### src/rtl/sprint1_pkg.sv
// Shared types and constants for the ROM download controller.
// Holds the FSM state encoding, the ROM address width and the default image size.
package sprint1_pkg;

    localparam int ROM_ADDR_W = 17;
    localparam int HOLD_W     = 8;
    localparam logic [ROM_ADDR_W-1:0] DEF_ROM_BYTES = 17'h1_0000;

    typedef enum logic [1:0] {
        ST_EMPTY,
        ST_LOAD,
        ST_HOLD,
        ST_RUN
    } dl_state_t;

    // Any set bit above the ROM address range is out of range regardless of the low bits.
    function automatic logic addr_in_rom(input logic [24:0] addr,
                                         input logic [ROM_ADDR_W-1:0] rom_bytes);
        return (addr[24:ROM_ADDR_W] == '0) && (addr[ROM_ADDR_W-1:0] < rom_bytes);
    endfunction

endpackage

### src/rtl/rom_dl_ctrl_if.sv
// HPS ioctl write stream in, registered ROM write stream out to the game core.
// No backpressure: the HPS side is fire-and-forget, one byte per strobe.
interface rom_dl_ctrl_if;
    import sprint1_pkg::*;

    logic                  ioctl_download;
    logic                  ioctl_wr;
    logic [24:0]           ioctl_addr;
    logic [7:0]            ioctl_data;
    logic [ROM_ADDR_W-1:0] dn_addr;
    logic [7:0]            dn_data;
    logic                  dn_wr;

    modport master (
        output ioctl_download, ioctl_wr, ioctl_addr, ioctl_data,
        input  dn_addr, dn_data, dn_wr
    );

    modport slave (
        input  ioctl_download, ioctl_wr, ioctl_addr, ioctl_data,
        output dn_addr, dn_data, dn_wr
    );

endinterface

### src/rtl/dl_hold_timer.sv
// Loadable down-counter with zero flag; counts the post-download reset hold.
// Load wins over decrement; the count stops at zero. No backpressure.
module dl_hold_timer #(
    parameter int W = 8
) (
    input  logic         clk_sys,
    input  logic         reset_n,
    input  logic         load,
    input  logic [W-1:0] load_val,
    input  logic         dec,
    output logic         zero
);

    logic [W-1:0] count;

    always_ff @(posedge clk_sys or negedge reset_n) begin
        if (!reset_n) begin
            count <= '0;
        end else if (load) begin
            count <= load_val;
        end else if (dec && (count != '0)) begin
            count <= count - 1'b1;
        end
    end

    assign zero = (count == '0);

endmodule

### src/rtl/rom_dl_ctrl.sv
// Forwards HPS ROM download bytes to the core and sequences the core reset around it.
// Write path latency 1 cycle; no backpressure, out-of-range bytes are dropped and flagged.
module rom_dl_ctrl
    import sprint1_pkg::*;
#(
    parameter logic [ROM_ADDR_W-1:0] ROM_BYTES   = DEF_ROM_BYTES,
    parameter int                    HOLD_CYCLES = 16
) (
    input  logic                  clk_sys,
    input  logic                  reset_n,
    rom_dl_ctrl_if.slave          bus,
    output logic                  core_reset_n,
    output logic                  dl_done,
    output logic                  rom_valid,
    output logic                  dl_overflow,
    output logic [ROM_ADDR_W-1:0] byte_count
);

    localparam logic [HOLD_W-1:0] HOLD_LOAD = HOLD_W'(HOLD_CYCLES - 1);

    dl_state_t state;
    logic      hold_from_dl;
    logic      accept;
    logic      got_bytes;
    logic      timer_load;
    logic      timer_zero;

    assign accept     = (state == ST_LOAD) && bus.ioctl_wr && addr_in_rom(bus.ioctl_addr, ROM_BYTES);
    // A byte accepted in the same cycle the window closes still counts as a real download.
    assign got_bytes  = (byte_count != '0) || accept;
    assign timer_load = (state == ST_LOAD) && !bus.ioctl_download && (got_bytes || rom_valid);

    dl_hold_timer #(.W(HOLD_W)) u_hold_timer (
        .clk_sys  (clk_sys),
        .reset_n  (reset_n),
        .load     (timer_load),
        .load_val (HOLD_LOAD),
        .dec      (state == ST_HOLD),
        .zero     (timer_zero)
    );

    always_ff @(posedge clk_sys or negedge reset_n) begin
        if (!reset_n) begin
            state        <= ST_EMPTY;
            core_reset_n <= 1'b0;
            bus.dn_wr    <= 1'b0;
            bus.dn_addr  <= '0;
            bus.dn_data  <= '0;
            dl_done      <= 1'b0;
            rom_valid    <= 1'b0;
            dl_overflow  <= 1'b0;
            byte_count   <= '0;
            hold_from_dl <= 1'b0;
        end else begin
            bus.dn_wr <= 1'b0;
            dl_done   <= 1'b0;
            case (state)
                ST_EMPTY: begin
                    core_reset_n <= 1'b0;
                    if (bus.ioctl_download) begin
                        state       <= ST_LOAD;
                        byte_count  <= '0;
                        dl_overflow <= 1'b0;
                    end
                end
                ST_LOAD: begin
                    core_reset_n <= 1'b0;
                    if (accept) begin
                        bus.dn_wr   <= 1'b1;
                        bus.dn_addr <= bus.ioctl_addr[ROM_ADDR_W-1:0];
                        bus.dn_data <= bus.ioctl_data;
                        if (byte_count != '1) begin
                            byte_count <= byte_count + 1'b1;
                        end
                    end else if (bus.ioctl_wr) begin
                        dl_overflow <= 1'b1;
                    end
                    if (!bus.ioctl_download) begin
                        if (got_bytes) begin
                            state        <= ST_HOLD;
                            hold_from_dl <= 1'b1;
                        end else if (rom_valid) begin
                            state        <= ST_HOLD;
                            hold_from_dl <= 1'b0;
                        end else begin
                            state <= ST_EMPTY;
                        end
                    end
                end
                ST_HOLD: begin
                    if (bus.ioctl_download) begin
                        state        <= ST_LOAD;
                        core_reset_n <= 1'b0;
                        byte_count   <= '0;
                        dl_overflow  <= 1'b0;
                    end else if (timer_zero) begin
                        state        <= ST_RUN;
                        core_reset_n <= 1'b1;
                        rom_valid    <= 1'b1;
                        dl_done      <= hold_from_dl;
                    end else begin
                        core_reset_n <= 1'b0;
                    end
                end
                ST_RUN: begin
                    if (bus.ioctl_download) begin
                        state        <= ST_LOAD;
                        core_reset_n <= 1'b0;
                        byte_count   <= '0;
                        dl_overflow  <= 1'b0;
                    end else begin
                        core_reset_n <= 1'b1;
                    end
                end
                default: begin
                    state        <= ST_EMPTY;
                    core_reset_n <= 1'b0;
                end
            endcase
        end
    end

endmodule
### src/flat_wrapper.sv
// flat-port wrapper written by rule: the top's interface ports become plain ports
module rom_dl_ctrl_flat import sprint1_pkg::*;
#(
    parameter logic [ROM_ADDR_W-1:0] ROM_BYTES   = DEF_ROM_BYTES,
    parameter int                    HOLD_CYCLES = 16
)
  (clk_sys, reset_n, core_reset_n, dl_done, rom_valid, dl_overflow, byte_count, bus_ioctl_download, bus_ioctl_wr, bus_ioctl_addr, bus_ioctl_data, bus_dn_addr, bus_dn_data, bus_dn_wr);
  rom_dl_ctrl_if bus_i ();
  input  logic clk_sys;
  input  logic reset_n;
  output logic core_reset_n;
  output logic dl_done;
  output logic rom_valid;
  output logic dl_overflow;
  output logic [ROM_ADDR_W-1:0] byte_count;
  input wire logic [$bits(bus_i.ioctl_download)-1:0] bus_ioctl_download;
  input wire logic [$bits(bus_i.ioctl_wr)-1:0] bus_ioctl_wr;
  input wire logic [$bits(bus_i.ioctl_addr)-1:0] bus_ioctl_addr;
  input wire logic [$bits(bus_i.ioctl_data)-1:0] bus_ioctl_data;
  output wire logic [$bits(bus_i.dn_addr)-1:0] bus_dn_addr;
  output wire logic [$bits(bus_i.dn_data)-1:0] bus_dn_data;
  output wire logic [$bits(bus_i.dn_wr)-1:0] bus_dn_wr;
  assign bus_i.ioctl_download = bus_ioctl_download;
  assign bus_i.ioctl_wr = bus_ioctl_wr;
  assign bus_i.ioctl_addr = bus_ioctl_addr;
  assign bus_i.ioctl_data = bus_ioctl_data;
  assign bus_dn_addr = bus_i.dn_addr;
  assign bus_dn_data = bus_i.dn_data;
  assign bus_dn_wr = bus_i.dn_wr;
  rom_dl_ctrl #(.ROM_BYTES(ROM_BYTES), .HOLD_CYCLES(HOLD_CYCLES)) u_core (.clk_sys(clk_sys), .reset_n(reset_n), .bus(bus_i), .core_reset_n(core_reset_n), .dl_done(dl_done), .rom_valid(rom_valid), .dl_overflow(dl_overflow), .byte_count(byte_count));
endmodule
### config.mk
export PLATFORM = sky130hd
export DESIGN_NAME = rom_dl_ctrl_flat
export DESIGN_NICKNAME = d
export VERILOG_FILES = /design/src/rtl/sprint1_pkg.sv /design/src/rtl/rom_dl_ctrl_if.sv /design/src/rtl/dl_hold_timer.sv /design/src/rtl/rom_dl_ctrl.sv /design/src/flat_wrapper.sv
export SDC_FILE = /design/constraint.sdc
export NUM_CORES = 1
export LEC_CHECK = 0
export CORE_MARGIN = 10
export CORE_UTILIZATION = 53
export CTS_CLUSTER_DIAMETER = 100
export DETAILED_ROUTE_END_ITERATION = 10
export DONT_BUFFER_PORTS = 1
export GPL_ROUTABILITY_DRIVEN = 0
export PLACE_DENSITY = 0.82
export SLEW_MARGIN = 5
export SYNTH_ARGS = -nofsm -noshare
export SYNTH_HDL_FRONTEND = slang
export SYNTH_SLANG_ARGS = --single-unit
### constraint.sdc
create_clock -name clk_sys -period 2.6 [get_ports clk_sys]
set_clock_uncertainty 0.15 [all_clocks]
set_input_delay 0.13 -clock clk_sys [delete_from_list [all_inputs] [get_ports clk_sys]]
set_output_delay 0.13 -clock clk_sys [all_outputs]
set_load 0.02 [all_outputs]
Yosys cells after proc, flatten, opt, wreduce, memory -nomap -nowiden

Index checks and enable logic that the tools add are counted.

Register bits: 58
Input bits: 37
Output and inout bits: 47

Add/sub/neg operators: 2
Order comparisons: 1
Equality and inequality tests: 12
Mux-type cells: 28
Bitwise operators: 1
Reduce and logical (&&, ||, !) cells: 25

Operator list:

| kind                  | number |
|---|---|
| $mux 17               | 3 |
| $pmux 17 s2           | 1 |
| $add 17x1->17 const B | 1 |
| $lt 17x17->1 const B  | 1 |
| $ne 17x17->1 const B  | 1 |
| $reduce_bool 17->1    | 1 |
| $logic_not 8->1       | 2 |
| $mux 8                | 2 |
| $reduce_and 3->1      | 5 |
| $mux 1                | 13 |
| $mux 2                | 6 |
| $ne 2x2->1 const B    | 4 |
| $reduce_bool 8->1     | 1 |
| $sub 8x1->8 const B   | 1 |
| $logic_and 1x1->1     | 6 |
| $ne 2x1->1 const B    | 3 |
| $pmux 2 s3            | 1 |
| $eq 2x2->1 const B    | 2 |
| $reduce_bool 2->1     | 2 |
| $reduce_or 2->1       | 2 |
| $ne 3x2->1 const B    | 1 |
| $pmux 1 s3            | 1 |
| $reduce_or 3->1       | 1 |
| $eq 2x1->1 const B    | 1 |
| other kinds (6)       | 7 |

Depth between registers and ports, before layout

Depth after elaboration: 7
Gate-level depth with buffers: 11
Gate-level depth less buffers: 9

Cells and area by module

Synthesis repeated with hierarchy kept, for this count alone.

Cells, all modules: 324
Area total of the unflattened synthesis: 2995.4 um^2

By module, submodules not included:

| module        | times used | cells each | area an instance (um^2) |
|---|---|---|---|
| rom_dl_ctrl   | 1          | 266        | 2467.4 |
| dl_hold_timer | 1          | 58         | 528.0 |

Worst setup path after synthesis

No wires, ideal clock.

Kind: register -> register
Start point: register u_core.byte_count[0]
End point: register u_core.byte_count[8]
Data arrival time: 2.564 ns
Slack: -0.250 ns
Cell stages (with the launch flop): 12
Buffers on the path: 2
Cell sequence: dfrtp_1 -> ha_1 -> and4_1 -> nand4_1 -> nor3_1 -> ha_1 -> o41a_1 -> buf_6 -> o21bai_2 -> buf_6 -> o21ai_0 -> o31ai_1

Cells in the longest elaborated chain, start to end: 4
Elaborated cells between the ends (all ways): 7
Those cells by class: 1 x add/sub; 2 x eq/ne; 3 x mux; 1 x reduce/logical

Ends and longest elaborated chain:

| what                   | RTL line          | source |
|---|---|---|
| from (decl)            | rom_dl_ctrl.sv:16 | `output logic [ROM_ADDR_W-1:0] byte_count` |
| from (signal assigned) | rom_dl_ctrl.sv:73 | `byte_count <= byte_count + 1'b1;` |
| $add 17x1->17          | rom_dl_ctrl.sv:73 |  |
| $mux 17                | rom_dl_ctrl.sv:72 | `if (byte_count != '1) begin` |
| $mux 17                | rom_dl_ctrl.sv:68 | `if (accept) begin` |
| $pmux 17 s2            | rom_dl_ctrl.sv:57 | `case (state)` |

Parallel ways exist; a longest one is shown, timed or not. The select of a mux whose other input is x is not followed.
A chain may end at the register's enable or synchronous reset.

Worst setup path after layout

Start point: register u_core.byte_count[1]
End point: register u_core.byte_count[4]

The elaborated chain is that of the path after synthesis.

==> results.cfg <==
[run_status]
status = finished clean

[timing]
slew_headroom_pct = 57.5
slew_violations = 0
whs_ns = 0.0128
timing.setup.tns_ns = 0
min_period_ns = 2.43
tightest_slew_ns = 0.631
final_hold_viol_count = 0
fmax_mhz = 411
rsz0062_at_grt = false
period_share_pct = 93.5
setup_viol = 0

[routing]
first_pass_iters = 4
wl_per_cell_um = 19.1
vias = 2425
met3_length_um = 812
via_per_inst = 5.65
highest_layer = met4
wirelength_mm = 8.21
antenna_left = 0
drtIter0Drc = 137
wl_met1_mm = 2.91
route.met2.wl_mm = 4.32
drc_errors = 0

[worst_setup_path]
critPathRequiredTime_ns = 2.67
crit_fanout = 17
cp_slowest_stage_delay_ns = 0.43
path_cells = ha_4, and4_4, nand4_1, nor3_1, ha_2, o41a_1, o21bai_4, a221o_1
cpMaxStageDelayCell = dfrtp_2
startpoint_type = register
path_class = register to register
arrival_ns = 2.50
rr_worst_depth = 8
end_kind = register

[clock_tree]
cts_setup_buffers = 0
cts_buffers = 9
ctsResizeCount = 0
cts_hold_buf = 28
cts_tree = done
clk_latency_ns = 0.34
htree_num_levels = 3
clockBufferDepth = 2
clkSinkCount = 58
clk_pin_slew_ns = 0.07
root_buffer = clkbuf_8

[synthesis]
ys_seq_elements = 58
synth.distinct_cells = 46
ys_async_sr_fraction_pct = 100
yosysWarnings = 0
ys_seq_area_share_pct = 51.7
synth_nets = 344
synth_edf_count = 0
syn_area_per_cell_um2 = 9.39
synthesis.area_mm2 = 0.00281
ys.flop_type = dfrtp_1
syn_inst = 299

[pwr]
p_leak_uw = 0.00176
ir_worst_vdd_uv = 580
intPower_uw = 2110
combPwrFrac_pct = 32.1
power_frac_seq_pct = 35.3
power.switching_uw = 1110
clkPwrFrac_pct = 32.6
powerDensity_mw_per_mm2 = 891
p_sw_share_pct = 34.5

[min_path]
hp-class = input pin to register
min_delay_path_depth = 3

[floorplan]
start_util_pct = 54.9
die_y_um = 92.8
coreArea_mm2 = 0.00511
fp.dieW_um = 92.8
die_area_mm2 = 0.00861
fp-row-count = 26
ioPinCount = 84

[run]
cap_violations = 0

[global_route]
grt_pass1_vias = 2594
grt_pass1_wl_mm = 13.3
grt_use_total_pct = 19.2
gr-total-overflow = 0
grt_max_degree = 59
antenna_found_initial = 2

[place]
numPortBuffers = 0
dpl.hpwl_mm = 5.38
placedInstanceArea_mm2 = 0.00306

[layout]
stdcell_area_mm2 = 0.00361
drive_gt1_share_pct = 15.7
nNetsFinal = 396
synthToLayoutAreaGrowth_pct = 28.8
stage by stage:
| stage | setup slack, ns | instances | power, µW | util, % |
|---|---|---|---|---|
| 2_1_floorplan | 0.00702 | 299 | 1890 | - |
| 3_3_place_gp | 0.233 | 382 | 2070 | 59.9 |
| 3_5_place_dp | 0.177 | 382 | 2120 | 59.9 |
| 4_1_cts | 0.160 | 426 | 3220 | 70.6 |
| 5_1_grt | 0.0462 | 427 | 3390 | 70.7 |
| 6_report | 0.170 | 429 | 3220 | 70.8 |
worst paths after layout:
path                                      startpoint                    end  slack (ns)
worst max-delay path            u_core.byte_count[1]   u_core.byte_count[4]        0.17
worst min-delay path              bus_ioctl_download        u_core.state[0]        0.01
worst max register to register  u_core.byte_count[1]   u_core.byte_count[4]        0.17
worst min register to register   u_core.hold_from_dl         u_core.dl_done        0.34
max in group asynchronous                    reset_n   u_core.byte_count[1]        1.88
min in group asynchronous                    reset_n  u_core.bus.dn_data[3]        0.18
routing by layer:
layer | vias up | global-route usage, %
met3 | 20 | 9.60
met4 | 0 | 7.20
met1 | 1170 | 19.8
li1 | 1137 | -
met2 | 98 | 32.9
met5 | - | 0
state kept, by name, summed over array words and instances, names as in the netlist:
name / count
u_core.bus.dn_addr: 17
u_core.bus.dn_data: 8
u_core.bus.dn_wr: 1
u_core.byte_count: 17
u_core.core_reset_n: 1
u_core.dl_done: 1
u_core.dl_overflow: 1
u_core.hold_from_dl: 1
u_core.rom_valid: 1
u_core.state: 2
u_core.u_hold_timer.count: 8
cell usage in the layout, fill, tap and decap left out, types with 2 or more instances in the layout:
cell type / instances
nor4b_1: 5
a21oi_1: 5
o21a_1: 2
nand2_1: 88
and3_1: 3
clkbuf_8: 11
o31ai_1: 2
o21ai_0: 14
mux2i_1: 3
diode_2: 3
a22o_1: 3
a21o_1: 5
o41ai_1: 2
inv_1: 12
a211o_1: 4
nor3_1: 6
nor4_1: 8
clkinv_2: 2
nand3_1: 7
nand2b_1: 4
dlygate4sd3_1: 27
xnor2_1: 4
nor2_1: 13
dfrtp_1: 54
dfrtp_2: 4
or3_1: 2
nand4_1: 3
mux2_2: 2
and2_1: 2
or4_1: 2
bufinv_16: 3
buf_4: 25
ha_1: 6
cells by family after synthesis:
family / after synthesis / share of synthesized area (%)
simple gates: 151 / 25.5
flops: 58 / 51.7
compound gates: 47 / 11.7
buf+inv: 25 / 4.15
fa+ha+maj: 8 / 3.57
xor+xnor: 5 / 1.56
mux: 5 / 1.87
cells in the mapped netlist, drive strengths merged, types with 2 or more instances:
cell type	instances	area [µm²]
a211o	4	35.0
inv	12	45.0
dfrtp	58	1450
a21o	5	37.5
a21oi	5	25.0
or3	2	12.5
or4	3	26.3
mux2i	3	30.0
a22o	3	26.3
nand4	3	18.8
and2	2	12.5
nor4	9	62.6
o21ai	15	75.1
xnor2	4	35.0
nand2	88	330
nand2b	5	38.8
mux2	2	22.5
ha	8	100
nand3	7	35.0
clkbuf	9	33.8
buf	3	33.8
o21a	2	15.0
o31ai	2	15.0
o41ai	2	17.5
nor2	13	48.8
nor3	6	30.0
nor4b	5	43.8
and3	4	25.0
power groups by stage:
stage               combinational (µW)  clock [µW]  sequential (µW)
finish                            1030        1050             1140
floorplan                          674           0             1210
global route                      1140        1100             1150
CTS                               1030        1060             1140
detailed placement                 964           0             1150
global placement                   929           0             1140
worst max-delay path, delay by kind of cell, from the launching register on:
| family | cells | cell delay (ns) |
|---|---|---|
| flip-flops | 1 | 0.43 |
| adder cells (fa/ha/maj) | 2 | 0.34 |
| AO/OA/AOI/OAI | 3 | 1.09 |
| AND/OR/NAND/NOR | 3 | 0.32 |
layout make-up:
| type | instances | area [µm²] |
|---|---|---|
| fill | 357 | 1490 |
| sequential | 58 | 1460 |
| multi-input combinational | 216 | 1280 |
| timing repair buffer | 53 | 485 |
| clock buffer | 11 | 151 |
| clock inverter | 5 | 100 |
| tap | 70 | 87.6 |
| inverter | 13 | 48.8 |
| antenna | 3 | 7.51 |
No activity file was read; power rests on OpenSTA's default activity.
